[src/rtl/ex_cdb_arbiter_if.sv]
`default_nettype none
// ============================================================================
// Module   : ex_cdb_arbiter_if
// Purpose  : EX-stage producer handshakes and CDB broadcast bus for ex_cdb_arbiter
// Revision : 1.0
// ============================================================================
interface ex_cdb_arbiter_if #(
   parameter int PRF_W  = 6,
   parameter int ROB_W  = 5,
   parameter int DATA_W = 64
);
   logic              ld_valid_in;
   logic [PRF_W-1:0]  ld_tag_in;
   logic [DATA_W-1:0] ld_value_in;
   logic              ld_ready_out;

   logic              mul_valid_in;
   logic [PRF_W-1:0]  mul_tag_in;
   logic [DATA_W-1:0] mul_value_in;
   logic              mul_ready_out;

   logic              alu_valid_in;
   logic [PRF_W-1:0]  alu_tag_in;
   logic [DATA_W-1:0] alu_value_in;
   logic [ROB_W-1:0]  alu_rob_in;
   logic              stall_out;

   logic              cdb_valid_out;
   logic [PRF_W-1:0]  cdb_tag_out;
   logic [DATA_W-1:0] cdb_value_out;
   logic [ROB_W-1:0]  cdb_rob_out;
   logic [1:0]        cdb_src_out;

   modport master (
      output ld_valid_in, ld_tag_in, ld_value_in,
      output mul_valid_in, mul_tag_in, mul_value_in,
      output alu_valid_in, alu_tag_in, alu_value_in, alu_rob_in,
      input  ld_ready_out, mul_ready_out, stall_out,
      input  cdb_valid_out, cdb_tag_out, cdb_value_out, cdb_rob_out, cdb_src_out
   );

   modport slave (
      input  ld_valid_in, ld_tag_in, ld_value_in,
      input  mul_valid_in, mul_tag_in, mul_value_in,
      input  alu_valid_in, alu_tag_in, alu_value_in, alu_rob_in,
      output ld_ready_out, mul_ready_out, stall_out,
      output cdb_valid_out, cdb_tag_out, cdb_value_out, cdb_rob_out, cdb_src_out
   );
endinterface
`default_nettype wire

[src/rtl/ex_cdb_arbiter.sv]
`default_nettype none
// ============================================================================
// Module   : ex_cdb_arbiter
// Purpose  : Single-port CDB scheduler for LD/MUL/ALU with one holding buffer
//            per source. Macro CDB_RR_EN selects round-robin grant instead of
//            fixed priority with starvation promotion.
// Revision : 1.0
// ============================================================================
module ex_cdb_arbiter #(
   parameter int PRF_W        = 6,
   parameter int ROB_W        = 5,
   parameter int DATA_W       = 64,
   parameter int STARVE_LIMIT = 3
) (
   input  wire logic         clock,
   input  wire logic         reset,
   ex_cdb_arbiter_if.slave   bus
);
   localparam logic [1:0] c_SRC_LD   = 2'd0;
   localparam logic [1:0] c_SRC_ALU  = 2'd2;
   localparam logic [1:0] c_SRC_NONE = 2'd3;

   logic [2:0]        full_q;
   logic [PRF_W-1:0]  hold_tag_q [3];
   logic [DATA_W-1:0] hold_val_q [3];
   logic [ROB_W-1:0]  hold_rob_q;
   logic [2:0]        starve_q [3];

   logic              cdb_valid_q;
   logic [PRF_W-1:0]  cdb_tag_q;
   logic [DATA_W-1:0] cdb_val_q;
   logic [ROB_W-1:0]  cdb_rob_q;
   logic [1:0]        cdb_src_q;

   logic [2:0]        live_v;
   logic [PRF_W-1:0]  live_tag [3];
   logic [DATA_W-1:0] live_val [3];
   logic [2:0]        cand_v;
   logic [PRF_W-1:0]  cand_tag [3];
   logic [DATA_W-1:0] cand_val [3];
   logic [ROB_W-1:0]  cand_rob;
   logic [1:0]        win_d;

   always_comb begin
      live_v      = {bus.alu_valid_in, bus.mul_valid_in, bus.ld_valid_in};
      live_tag[0] = bus.ld_tag_in;
      live_tag[1] = bus.mul_tag_in;
      live_tag[2] = bus.alu_tag_in;
      live_val[0] = bus.ld_value_in;
      live_val[1] = bus.mul_value_in;
      live_val[2] = bus.alu_value_in;
      // A held entry always shadows the live port of the same source.
      for (int i = 0; i < 3; i++) begin
         cand_v[i]   = full_q[i] | live_v[i];
         cand_tag[i] = full_q[i] ? hold_tag_q[i] : live_tag[i];
         cand_val[i] = full_q[i] ? hold_val_q[i] : live_val[i];
      end
      cand_rob = full_q[2] ? hold_rob_q : bus.alu_rob_in;
   end

`ifdef CDB_RR_EN
   logic [1:0] rr_q;
   logic [2:0] rr_idx;

   always_comb begin
      win_d  = c_SRC_NONE;
      rr_idx = 3'd0;
      for (int k = 0; k < 3; k++) begin
         rr_idx = {1'b0, rr_q} + 3'(k);
         if (rr_idx >= 3'd3) rr_idx = rr_idx - 3'd3;
         if (win_d == c_SRC_NONE && cand_v[rr_idx[1:0]]) win_d = rr_idx[1:0];
      end
   end

   always_ff @(posedge clock) begin
      if (reset)                     rr_q <= c_SRC_LD;
      else if (win_d == c_SRC_ALU)   rr_q <= c_SRC_LD;
      else if (win_d != c_SRC_NONE)  rr_q <= win_d + 2'd1;
   end
`else
   logic [2:0] promo;
   logic [2:0] sel;

   always_comb begin
      for (int i = 0; i < 3; i++)
         promo[i] = cand_v[i] && (starve_q[i] >= 3'(STARVE_LIMIT));
      sel   = (|promo) ? promo : cand_v;
      win_d = c_SRC_NONE;
      for (int i = 2; i >= 0; i--)
         if (sel[i]) win_d = 2'(i);
   end
`endif

   always_ff @(posedge clock) begin
      if (reset) begin
         full_q      <= 3'b000;
         cdb_valid_q <= 1'b0;
         cdb_tag_q   <= '0;
         cdb_val_q   <= '0;
         cdb_rob_q   <= '0;
         cdb_src_q   <= c_SRC_NONE;
         for (int i = 0; i < 3; i++) starve_q[i] <= 3'd0;
      end else begin
         for (int i = 0; i < 3; i++) begin
            if (win_d == 2'(i))
               full_q[i] <= 1'b0;
            else if (!full_q[i] && live_v[i])
               full_q[i] <= 1'b1;
`ifdef CDB_RR_EN
            starve_q[i] <= 3'd0;
`else
            if (cand_v[i] && win_d != 2'(i)) begin
               if (starve_q[i] != 3'd7) starve_q[i] <= starve_q[i] + 3'd1;
            end else begin
               starve_q[i] <= 3'd0;
            end
`endif
         end
         if (win_d == c_SRC_NONE) begin
            cdb_valid_q <= 1'b0;
            cdb_tag_q   <= '0;
            cdb_val_q   <= '0;
            cdb_rob_q   <= '0;
         end else begin
            cdb_valid_q <= 1'b1;
            cdb_tag_q   <= cand_tag[win_d];
            cdb_val_q   <= cand_val[win_d];
            cdb_rob_q   <= (win_d == c_SRC_ALU) ? cand_rob : '0;
         end
         cdb_src_q <= win_d;
      end
   end

   // Payload storage carries no reset; full_q alone qualifies it.
   always_ff @(posedge clock) begin
      for (int i = 0; i < 3; i++) begin
         if (!full_q[i] && live_v[i] && win_d != 2'(i)) begin
            hold_tag_q[i] <= live_tag[i];
            hold_val_q[i] <= live_val[i];
         end
      end
      if (!full_q[2] && live_v[2] && win_d != c_SRC_ALU)
         hold_rob_q <= bus.alu_rob_in;
   end

   assign bus.ld_ready_out  = ~full_q[0];
   assign bus.mul_ready_out = ~full_q[1];
   assign bus.stall_out     = full_q[2];
   assign bus.cdb_valid_out = cdb_valid_q;
   assign bus.cdb_tag_out   = cdb_tag_q;
   assign bus.cdb_value_out = cdb_val_q;
   assign bus.cdb_rob_out   = cdb_rob_q;
   assign bus.cdb_src_out   = cdb_src_q;
endmodule
`default_nettype wire
[src/flat_wrapper.sv]
// flat-port wrapper written by rule: the top's interface ports become plain ports
module ex_cdb_arbiter_flat 
#(
   parameter int PRF_W        = 6,
   parameter int ROB_W        = 5,
   parameter int DATA_W       = 64,
   parameter int STARVE_LIMIT = 3
)
  (clock, reset, bus_ld_valid_in, bus_ld_tag_in, bus_ld_value_in, bus_mul_valid_in, bus_mul_tag_in, bus_mul_value_in, bus_alu_valid_in, bus_alu_tag_in, bus_alu_value_in, bus_alu_rob_in, bus_ld_ready_out, bus_mul_ready_out, bus_stall_out, bus_cdb_valid_out, bus_cdb_tag_out, bus_cdb_value_out, bus_cdb_rob_out, bus_cdb_src_out);
  ex_cdb_arbiter_if #(.PRF_W(PRF_W), .ROB_W(ROB_W), .DATA_W(DATA_W)) bus_i ();
  input  wire logic clock;
  input  wire logic reset;
  input wire logic [$bits(bus_i.ld_valid_in)-1:0] bus_ld_valid_in;
  input wire logic [$bits(bus_i.ld_tag_in)-1:0] bus_ld_tag_in;
  input wire logic [$bits(bus_i.ld_value_in)-1:0] bus_ld_value_in;
  input wire logic [$bits(bus_i.mul_valid_in)-1:0] bus_mul_valid_in;
  input wire logic [$bits(bus_i.mul_tag_in)-1:0] bus_mul_tag_in;
  input wire logic [$bits(bus_i.mul_value_in)-1:0] bus_mul_value_in;
  input wire logic [$bits(bus_i.alu_valid_in)-1:0] bus_alu_valid_in;
  input wire logic [$bits(bus_i.alu_tag_in)-1:0] bus_alu_tag_in;
  input wire logic [$bits(bus_i.alu_value_in)-1:0] bus_alu_value_in;
  input wire logic [$bits(bus_i.alu_rob_in)-1:0] bus_alu_rob_in;
  output wire logic [$bits(bus_i.ld_ready_out)-1:0] bus_ld_ready_out;
  output wire logic [$bits(bus_i.mul_ready_out)-1:0] bus_mul_ready_out;
  output wire logic [$bits(bus_i.stall_out)-1:0] bus_stall_out;
  output wire logic [$bits(bus_i.cdb_valid_out)-1:0] bus_cdb_valid_out;
  output wire logic [$bits(bus_i.cdb_tag_out)-1:0] bus_cdb_tag_out;
  output wire logic [$bits(bus_i.cdb_value_out)-1:0] bus_cdb_value_out;
  output wire logic [$bits(bus_i.cdb_rob_out)-1:0] bus_cdb_rob_out;
  output wire logic [$bits(bus_i.cdb_src_out)-1:0] bus_cdb_src_out;
  assign bus_i.ld_valid_in = bus_ld_valid_in;
  assign bus_i.ld_tag_in = bus_ld_tag_in;
  assign bus_i.ld_value_in = bus_ld_value_in;
  assign bus_i.mul_valid_in = bus_mul_valid_in;
  assign bus_i.mul_tag_in = bus_mul_tag_in;
  assign bus_i.mul_value_in = bus_mul_value_in;
  assign bus_i.alu_valid_in = bus_alu_valid_in;
  assign bus_i.alu_tag_in = bus_alu_tag_in;
  assign bus_i.alu_value_in = bus_alu_value_in;
  assign bus_i.alu_rob_in = bus_alu_rob_in;
  assign bus_ld_ready_out = bus_i.ld_ready_out;
  assign bus_mul_ready_out = bus_i.mul_ready_out;
  assign bus_stall_out = bus_i.stall_out;
  assign bus_cdb_valid_out = bus_i.cdb_valid_out;
  assign bus_cdb_tag_out = bus_i.cdb_tag_out;
  assign bus_cdb_value_out = bus_i.cdb_value_out;
  assign bus_cdb_rob_out = bus_i.cdb_rob_out;
  assign bus_cdb_src_out = bus_i.cdb_src_out;
  ex_cdb_arbiter #(.PRF_W(PRF_W), .ROB_W(ROB_W), .DATA_W(DATA_W), .STARVE_LIMIT(STARVE_LIMIT)) u_core (.clock(clock), .reset(reset), .bus(bus_i));
endmodule
[config.mk]
export PLATFORM = sky130hd
export DESIGN_NAME = ex_cdb_arbiter_flat
export DESIGN_NICKNAME = d
export VERILOG_FILES = /design/src/rtl/ex_cdb_arbiter_if.sv /design/src/rtl/ex_cdb_arbiter.sv /design/src/flat_wrapper.sv
export SDC_FILE = /design/constraint.sdc
export NUM_CORES = 1
export LEC_CHECK = 0
export ABC_AREA = 1
export CAP_MARGIN = 25
export CELL_PAD_IN_SITES_DETAIL_PLACEMENT = 0
export CELL_PAD_IN_SITES_GLOBAL_PLACEMENT = 1
export CORE_UTILIZATION = 40
export DETAILED_ROUTE_END_ITERATION = 10
export GPL_ROUTABILITY_DRIVEN = 1
export PLACE_DENSITY_LB_ADDON = 0.08
export SLEW_MARGIN = 15
export SYNTH_ARGS = -nofsm -noshare
export SYNTH_HDL_FRONTEND = slang
export SYNTH_SLANG_ARGS = --single-unit
[constraint.sdc]
create_clock -name clock -period 22.3 [get_ports clock]
set_input_delay 4.46 -clock clock [delete_from_list [all_inputs] [get_ports clock]]
set_output_delay 4.46 -clock clock [all_outputs]
set_load 0.05 [all_outputs]
==> impl_results.md <==
* Status: finished clean
* Post-route cell area at 17310 µm²
* Worst EP arrival at 7990 ps
* Worst-margin pin slew at 1008 ps
* I/O Buffers at 300
* Overall Global Routing Usage at 22.17%
* Row cnt at 65
* Routed WL at 36530 µm
* Peak VDD IR at 0.00007544 V
* Max stage delay on crit path at 740 ps
* Slew headroom at 32.79%
* Post-cts gate resize count at 0
* Crit path time final at 7653 ps
* # hold bufs at CTS at 0
* First-pass GRT wire length at 56240 µm
* Synth warn at 0
* Main combinational cell family by area after synthesis: simple AND/OR/NAND/NOR gates
* Slew Limit Fails at 0
* # H-tree levels at 2
* CP bufs+invs at 3
* Clk root buf: clkbuf_16
* Vias in the first global route at 9582
* Max Cap Violations at 0
* CP max FO at 74
* NumNets Final at 1672
* Register clock-pin slew on the reported worst setup and hold paths at 60 ps
* Routed via count at 9587
* I/O Pins at 301
* Worst hold path type: reg2reg
* Startpoint types: input port
* Antenna-violating nets left at 0
* Crit share post-route at 34.32%
* Register area share after synthesis at 64.46%
* Element type at the critical path end: register
* Worst-Skew Late Latency at 510 ps
* Leakage at 6.423 nW
* PwrDens at 122.2 nW/µm²
* CP cell instances: clkdlybuf4s50_1 -> inv_1 -> nand2_2 -> nand2_2 -> nand3_2 -> nand2_2 -> nand2_4 -> nand2_4 -> o21ai_4 -> buf_4 -> a21oi_1
* Largest net degree at the start of global routing at 75
* Post-Syn Area at 12900 µm²
* Fill cell count at 2797
* Biggest area consumer among synthesized cells: edfxtp_1
* Synth Area in Simple Gates at 19.95%
* Setup slack after layout at 14650 ps
* WL/cell at 19.46 µm
* Fraction of layout cells with a size suffix above 1 at 11.11%
* Area grow syn2layout at 34.17%
* Compound-Gate Fraction of Synth Area at 3.519%
* DP Area at 16150 µm²
* Layout Skew at 12.11 ps
* CTS sink count at 305
* DIE WIDTH at 181.6 µm
* Synthesized instance count at 1173
* Crit-path leading delay family: simple AND/OR/NAND/NOR gates
* Initial antenna violation count at 8
* DR iter-0 viols at 593
* Final setup TNS at 0 ps
* Slowest CP cell: buf_4
* Via/cell ratio at 5.108
* Seq cells post-synth at 305
* Crit Path Category: in2reg
* Bufs on Longest Clock Path at 3
* Initial Utilization at 40.79%
* Worst path required time at 22640 ps
* Syn Nets at 1402
* CTS tree: yes
* Synth top area share at 51.43%
* Drt first pass iters at 5
* Core Footprint at 31640 µm²
* Top post-synthesis cells by area: edfxtp_1 (51%), dfxtp_1 (13%), nand2_1 (10%)
* Post-synthesis mux area share at 7.659%
* Die area at 32980 µm²
* Unique cell type count in the Yosys netlist at 27
* GP Congestion at 0.7476
* Post-Synth Adder-Cell Area at 0.8726%
* Post-CTS setup buffers at 0
* DP Worst Slack at 14090 ps
* Xor-xnor portion of the synthesized cell area at 0.06787%
* Die Span Y at 181.6 µm
* Hold Fails Final Rpt at 0
* Top cell by count, worst path: nand2_2
* Dpl hpwl at 22520 µm
* Finish-stage setup viols at 0
* CTS Buf Count at 37
* Grt ovf at 0
* DR DRC count at 0
* RSZ-0062 raised after global routing: no
* Syn Area/Cell at 11.00 µm²
* FMAX at 130.7 MHz
[cell type report]
class	count	area (µm²)	area share, %
flip-flops and latches	305	8329	48.11
multi-input cells	771	4172	24.09
repair buffers	311	3085	17.82
clock buffers	57	1111	6.417
well taps	402	503.0	2.905
inverters	17	63.81	0.3686
clock inverters	6	30.03	0.1734
diodes	8	20.02	0.1156
[layout by cell type, fill, tap and decap left out, types with 2 or more instances in the layout]
cell	n
dfxtp_1	81
ha_1	9
nor2_1	18
clkdlybuf4s50_1	300
o21ai_0	16
nor2_4	2
clkbuf_16	37
nand3_1	130
nand3_2	3
buf_4	11
dfxtp_4	3
nand2_1	356
mux2i_1	20
edfxtp_1	221
inv_2	4
diode_2	8
clkinv_2	6
a21oi_1	73
clkbuf_8	11
clkbuf_1	9
nand2_2	7
inv_1	12
mux2_2	70
nand4_1	55
nand2_4	5
[where the power goes]
group | switching, mW | leakage [nW] | internal [mW]
combinational | 0.500 | 3.08 | 0.244
sequential | 0.0586 | 2.78 | 0.748
clock | 0.223 | 0.569 | 0.340
[state kept, by name, summed over array words and instances (netlist names)]
register                  count
u_core.bus.cdb_tag_out        6
u_core.full_q                 3
u_core.starve_q               9
u_core.bus.cdb_rob_out        5
u_core.hold_val_q           192
u_core.bus.cdb_src_out        2
u_core.hold_rob_q             5
u_core.hold_tag_q            18
u_core.bus.cdb_value_out     64
u_core.bus.cdb_valid_out      1
[cells in the mapped netlist]
master,n
inv_2,4
inv_1,12
nand2_4,4
mux2i_1,20
nand3_1,130
buf_4,5
nand2_2,8
buf_2,28
or2_4,1
clkinv_1,1
dfxtp_1,84
mux2_2,70
nor3_1,2
nand3_2,3
nand3b_1,1
ha_1,9
nand4_1,55
edfxtp_1,221
clkbuf_1,43
o21ai_2,1
a21oi_1,73
nand2_1,356
o21ai_0,16
xor2_1,1
nand3_4,1
nor2_1,20
buf_6,4
[per-layer routing]
metal | GRT usage, % | vias up | routed length (µm)
met5 | 0 | - | 12
met2 | 35.17 | 274 | 17230
met3 | 4.573 | 42 | 2358
met4 | 7.288 | 2 | 647
met1 | 30.32 | 4569 | 16280
li1 | - | 4700 | -
[worst register-to-register path, delay by kind of cell, from the launching register on]
kind | cells | cell delay [ps]
buffers and inverters | 3 | 1200
and+or+nand+nor | 6 | 1930
DFF | 1 | 960
AOI/OAI and AO/OA | 2 | 460
[logic make-up (layout without fill, tap and decap cells)]
kind of cell	after synthesis	count (layout)
other	0	8
muxes	90	90
and+or+nand+nor	581	581
adders and majority gates	9	9
buffers and inverters	97	391
AOI/OAI and AO/OA	90	90
DFF	305	305
xor gates and xnor gates	1	1
[stage by stage]
stage	total power [mW]	util (%)	hold slack, ps	std cells
CTS	2.143	54.66	500.1	1869
detailed placement	1.571	51.06	486.4	1806
global route	2.226	54.71	539.7	1875
finish	2.115	54.73	497.9	1877
floorplan	1.312	-	471.4	1173
global placement	1.568	51.06	483.1	1806
[path summary, 6_finish.rpt]
check                                     startpoint                           end  slack, ps  depth (start not counted)
worst min register to register  u_core.hold_rob_q[4]     u_core.bus.cdb_rob_out[4]        500                          2
worst max-delay path                 bus_ld_valid_in  u_core.bus.cdb_value_out[11]      14650                         11
worst min-delay path            u_core.hold_rob_q[4]     u_core.bus.cdb_rob_out[4]        500                          2
worst max register to register      u_core.full_q[0]  u_core.bus.cdb_value_out[11]      17580                         11
(Power assumes the default switching activity.)
==> variant, RTL diff (same settings) <==
`ROB_W` is set to 5 in 3 places; all go to 10.
--- a/src/rtl/ex_cdb_arbiter_if.sv
+++ b/src/rtl/ex_cdb_arbiter_if.sv
@@ -8,3 +8,3 @@
    parameter int PRF_W  = 6,
-   parameter int ROB_W  = 5,
+   parameter int ROB_W  = 10,
    parameter int DATA_W = 64
--- a/src/rtl/ex_cdb_arbiter.sv
+++ b/src/rtl/ex_cdb_arbiter.sv
@@ -10,3 +10,3 @@
    parameter int PRF_W        = 6,
-   parameter int ROB_W        = 5,
+   parameter int ROB_W        = 10,
    parameter int DATA_W       = 64,
--- a/src/flat_wrapper.sv
+++ b/src/flat_wrapper.sv
@@ -4,3 +4,3 @@
    parameter int PRF_W        = 6,
-   parameter int ROB_W        = 5,
+   parameter int ROB_W        = 10,
    parameter int DATA_W       = 64,
Interface: changed (resized bus_alu_rob_in and bus_cdb_rob_out); port bits go from 301 to 311. No check against the original RTL was run, so the function may have changed too.
==> variant against the original RTL <==
Total power increased by 11%; sequential power increased by 8.9%; synthesized cell count increased by 2.5%; combinational power increased by 20%; area after synthesis increased by 1.4%; sequential cell count increased by 10; cell area increased by 1.8%; routed wire length increased by 1.5%; worst setup slack improved by 0.18 ns; highest routed layer unchanged.
==> variant: results (changes against the original RTL) <==
grt:
  grt.total_usage_pct: 22.1  # was 22.2%
  grt_pass1_vias: 9490  # was 9582
  grt_pass1_wl_um: 56500  # was 56200 µm
  antenna_found_initial: 8  # unchanged
  maximum_number_of_pins_on_one_net_before_global_route_repair: 75  # unchanged
timing:
  max_slew_margin_pct: 30.1  # was 32.8%
  worst_clock_skew_ns: 0.0134  # was 0.0121 ns
  finalSetupViolCount: 0  # unchanged
clock_network:
  clock_tree.buffer_depth: 3  # unchanged
  post_cts_setup_buffers: 0  # unchanged
  cts_made_buffers: 36  # was 37
  path_clk_slew_ns: 0.06  # about the same
  cts-root-buf: "sky130_fd_sc_hd__clkbuf_16"  # unchanged
  cts_max_level: 2  # unchanged
placement:
  dp.cells: 1882  # was 1806
  dpl-instance-area_um2: 16500  # was 16200 µm²
  dp_hpwl_um: 22900  # was 22500 µm
  port_buf_inserts: 310  # was 300
  dp_slack_ns: 14.23  # was 14.09 ns
  finalWeightedCongestion: 0.787  # was 0.748
yosys:
  synth.area.top_cells: "sky130_fd_sc_hd__edfxtp_1, sky130_fd_sc_hd__dfxtp_1, sky130_fd_sc_hd__nand2_1"  # unchanged
  synth.area.mux_share_pct: 6.79  # was 7.66%
  synth_compound_gate_area_share_pct: 5.57  # was 3.52%
  synth_xor_area_share_pct: 0.0669  # was 0.0679%
  primary_ff_master_synth: "sky130_fd_sc_hd__edfxtp_1"  # unchanged
  ys_warn_count: 0  # unchanged
  synth_area_per_cell_um2: 10.9  # was 11.0 µm²
  ys_top_cells_by_count: "sky130_fd_sc_hd__nand2_1, sky130_fd_sc_hd__edfxtp_1, sky130_fd_sc_hd__nor2_1"  # was sky130_fd_sc_hd__nand2_1, sky130_fd_sc_hd__edfxtp_1, sky130_fd_sc_hd__nand3_1
  synth_edf_count: 226  # was 221
  asyncSetResetFlopFracSynth_pct: 0  # unchanged
  share_of_synthesized_area_occupied_by_flip_flops_and_latches_pct: 65.5  # was 64.5%
  synth_cell_types: 29  # was 27
  post_synthesis_share_of_cell_area_spent_on_full_adders_half_adders_and_majority_gates_pct: 0.861  # was 0.873%
  net_count_after_synthesis: 1436  # was 1402
drt:
  via_count: 9728  # was 9587
  avgRoutedWirePerCell_um: 19.0  # was 19.5 µm
  routed_via_density: 4.98  # was 5.11
  drt_pre_antenna_iters: 4  # was 5
  drc_violation_total_after_the_first_tritonroute_iteration: 651  # was 593
setup_path:
  worst-r2r-cell-count: 11  # unchanged
  cp_data_arrival_time_ns: 3.02  # was 7.99 ns
  cp_max_fo: 72  # was 74
final_layout:
  finish.instance_area_um2: 17600  # was 17300 µm²
  share_of_cells_above_drive_strength_1_pct: 10.1  # was 11.1%
  max_ffs_per_register: 192  # unchanged
  largest-register: "u_core.hold_val_q"  # unchanged
  fin_nets: 1719  # was 1672
  fill_cells: 2895  # was 2797
run_status:
  run_status: "finished, final reports clean"  # unchanged
worst_hold_path:
  hold-path-cell-count: 2  # unchanged
pwr:
  power.leakage_nw: 6.51  # was 6.42 nW
  worst_ir_drop_vdd_mv: 0.0838  # was 0.0754 mV
## variant: final timing paths
| check | from | endpoint | slack, ns |
|---|---|---|---|
| min | u_core.hold_rob_q[1] | u_core.bus.cdb_rob_out[1] | 0.50 |
| min reg2reg | u_core.hold_rob_q[1] | u_core.bus.cdb_rob_out[1] | 0.50 |
| max reg2reg | u_core.full_q[0] | u_core.bus.cdb_value_out[15] | 17.51 |
| max | u_core.full_q[0] | bus_ld_ready_out | 14.82 |
## variant: area by class of cell
class | count | share of cell area [%]
Clock inverter | 5 | 0.149
Sequential cell | 315 | 48.7
Clock buffer | 59 | 6.35
Multi-Input combinational cell | 796 | 23.2
Inverter | 16 | 0.362
Timing Repair Buffer | 320 | 18.0
Antenna cell | 7 | 0.0994
Tap cell | 435 | 3.09
## variant: worst max-delay path: stages (launching register included)
cell and delay, ns:
sky130_fd_sc_hd__dfxtp_4 0.96, sky130_fd_sc_hd__inv_4 0.58, sky130_fd_sc_hd__clkdlybuf4s50_1 0.86
## variant: power by group
part / leakage, nW / switching (mW) / internal [mW] / total, mW
Combinational: 3.09 / 0.604 / 0.289 / 0.893
Clock: 0.561 / 0.229 / 0.342 / 0.571
Sequential: 2.86 / 0.0740 / 0.805 / 0.879
## variant: kinds of logic (layout without fill, tap and decap cells)
family,count (synthesis),after routing
DFF,315,315
xor gates and xnor gates,1,1
and+or+nand+nor,561,561
muxes,80,80
buffers and inverters,91,400
other,0,7
AOI/OAI and AO/OA,145,145
adders and majority gates,9,9
## variant: routing by layer
metal	GRT usage (%)	up-vias	routed length [µm]	share of wire (%)
li1	-	4767	-	-
met1	30.4	4585	16500	44
met2	35.2	312	17300	47
met3	4.29	60	2360	6.4
met4	6.80	4	874	2.4
met5	0	-	30	0.081
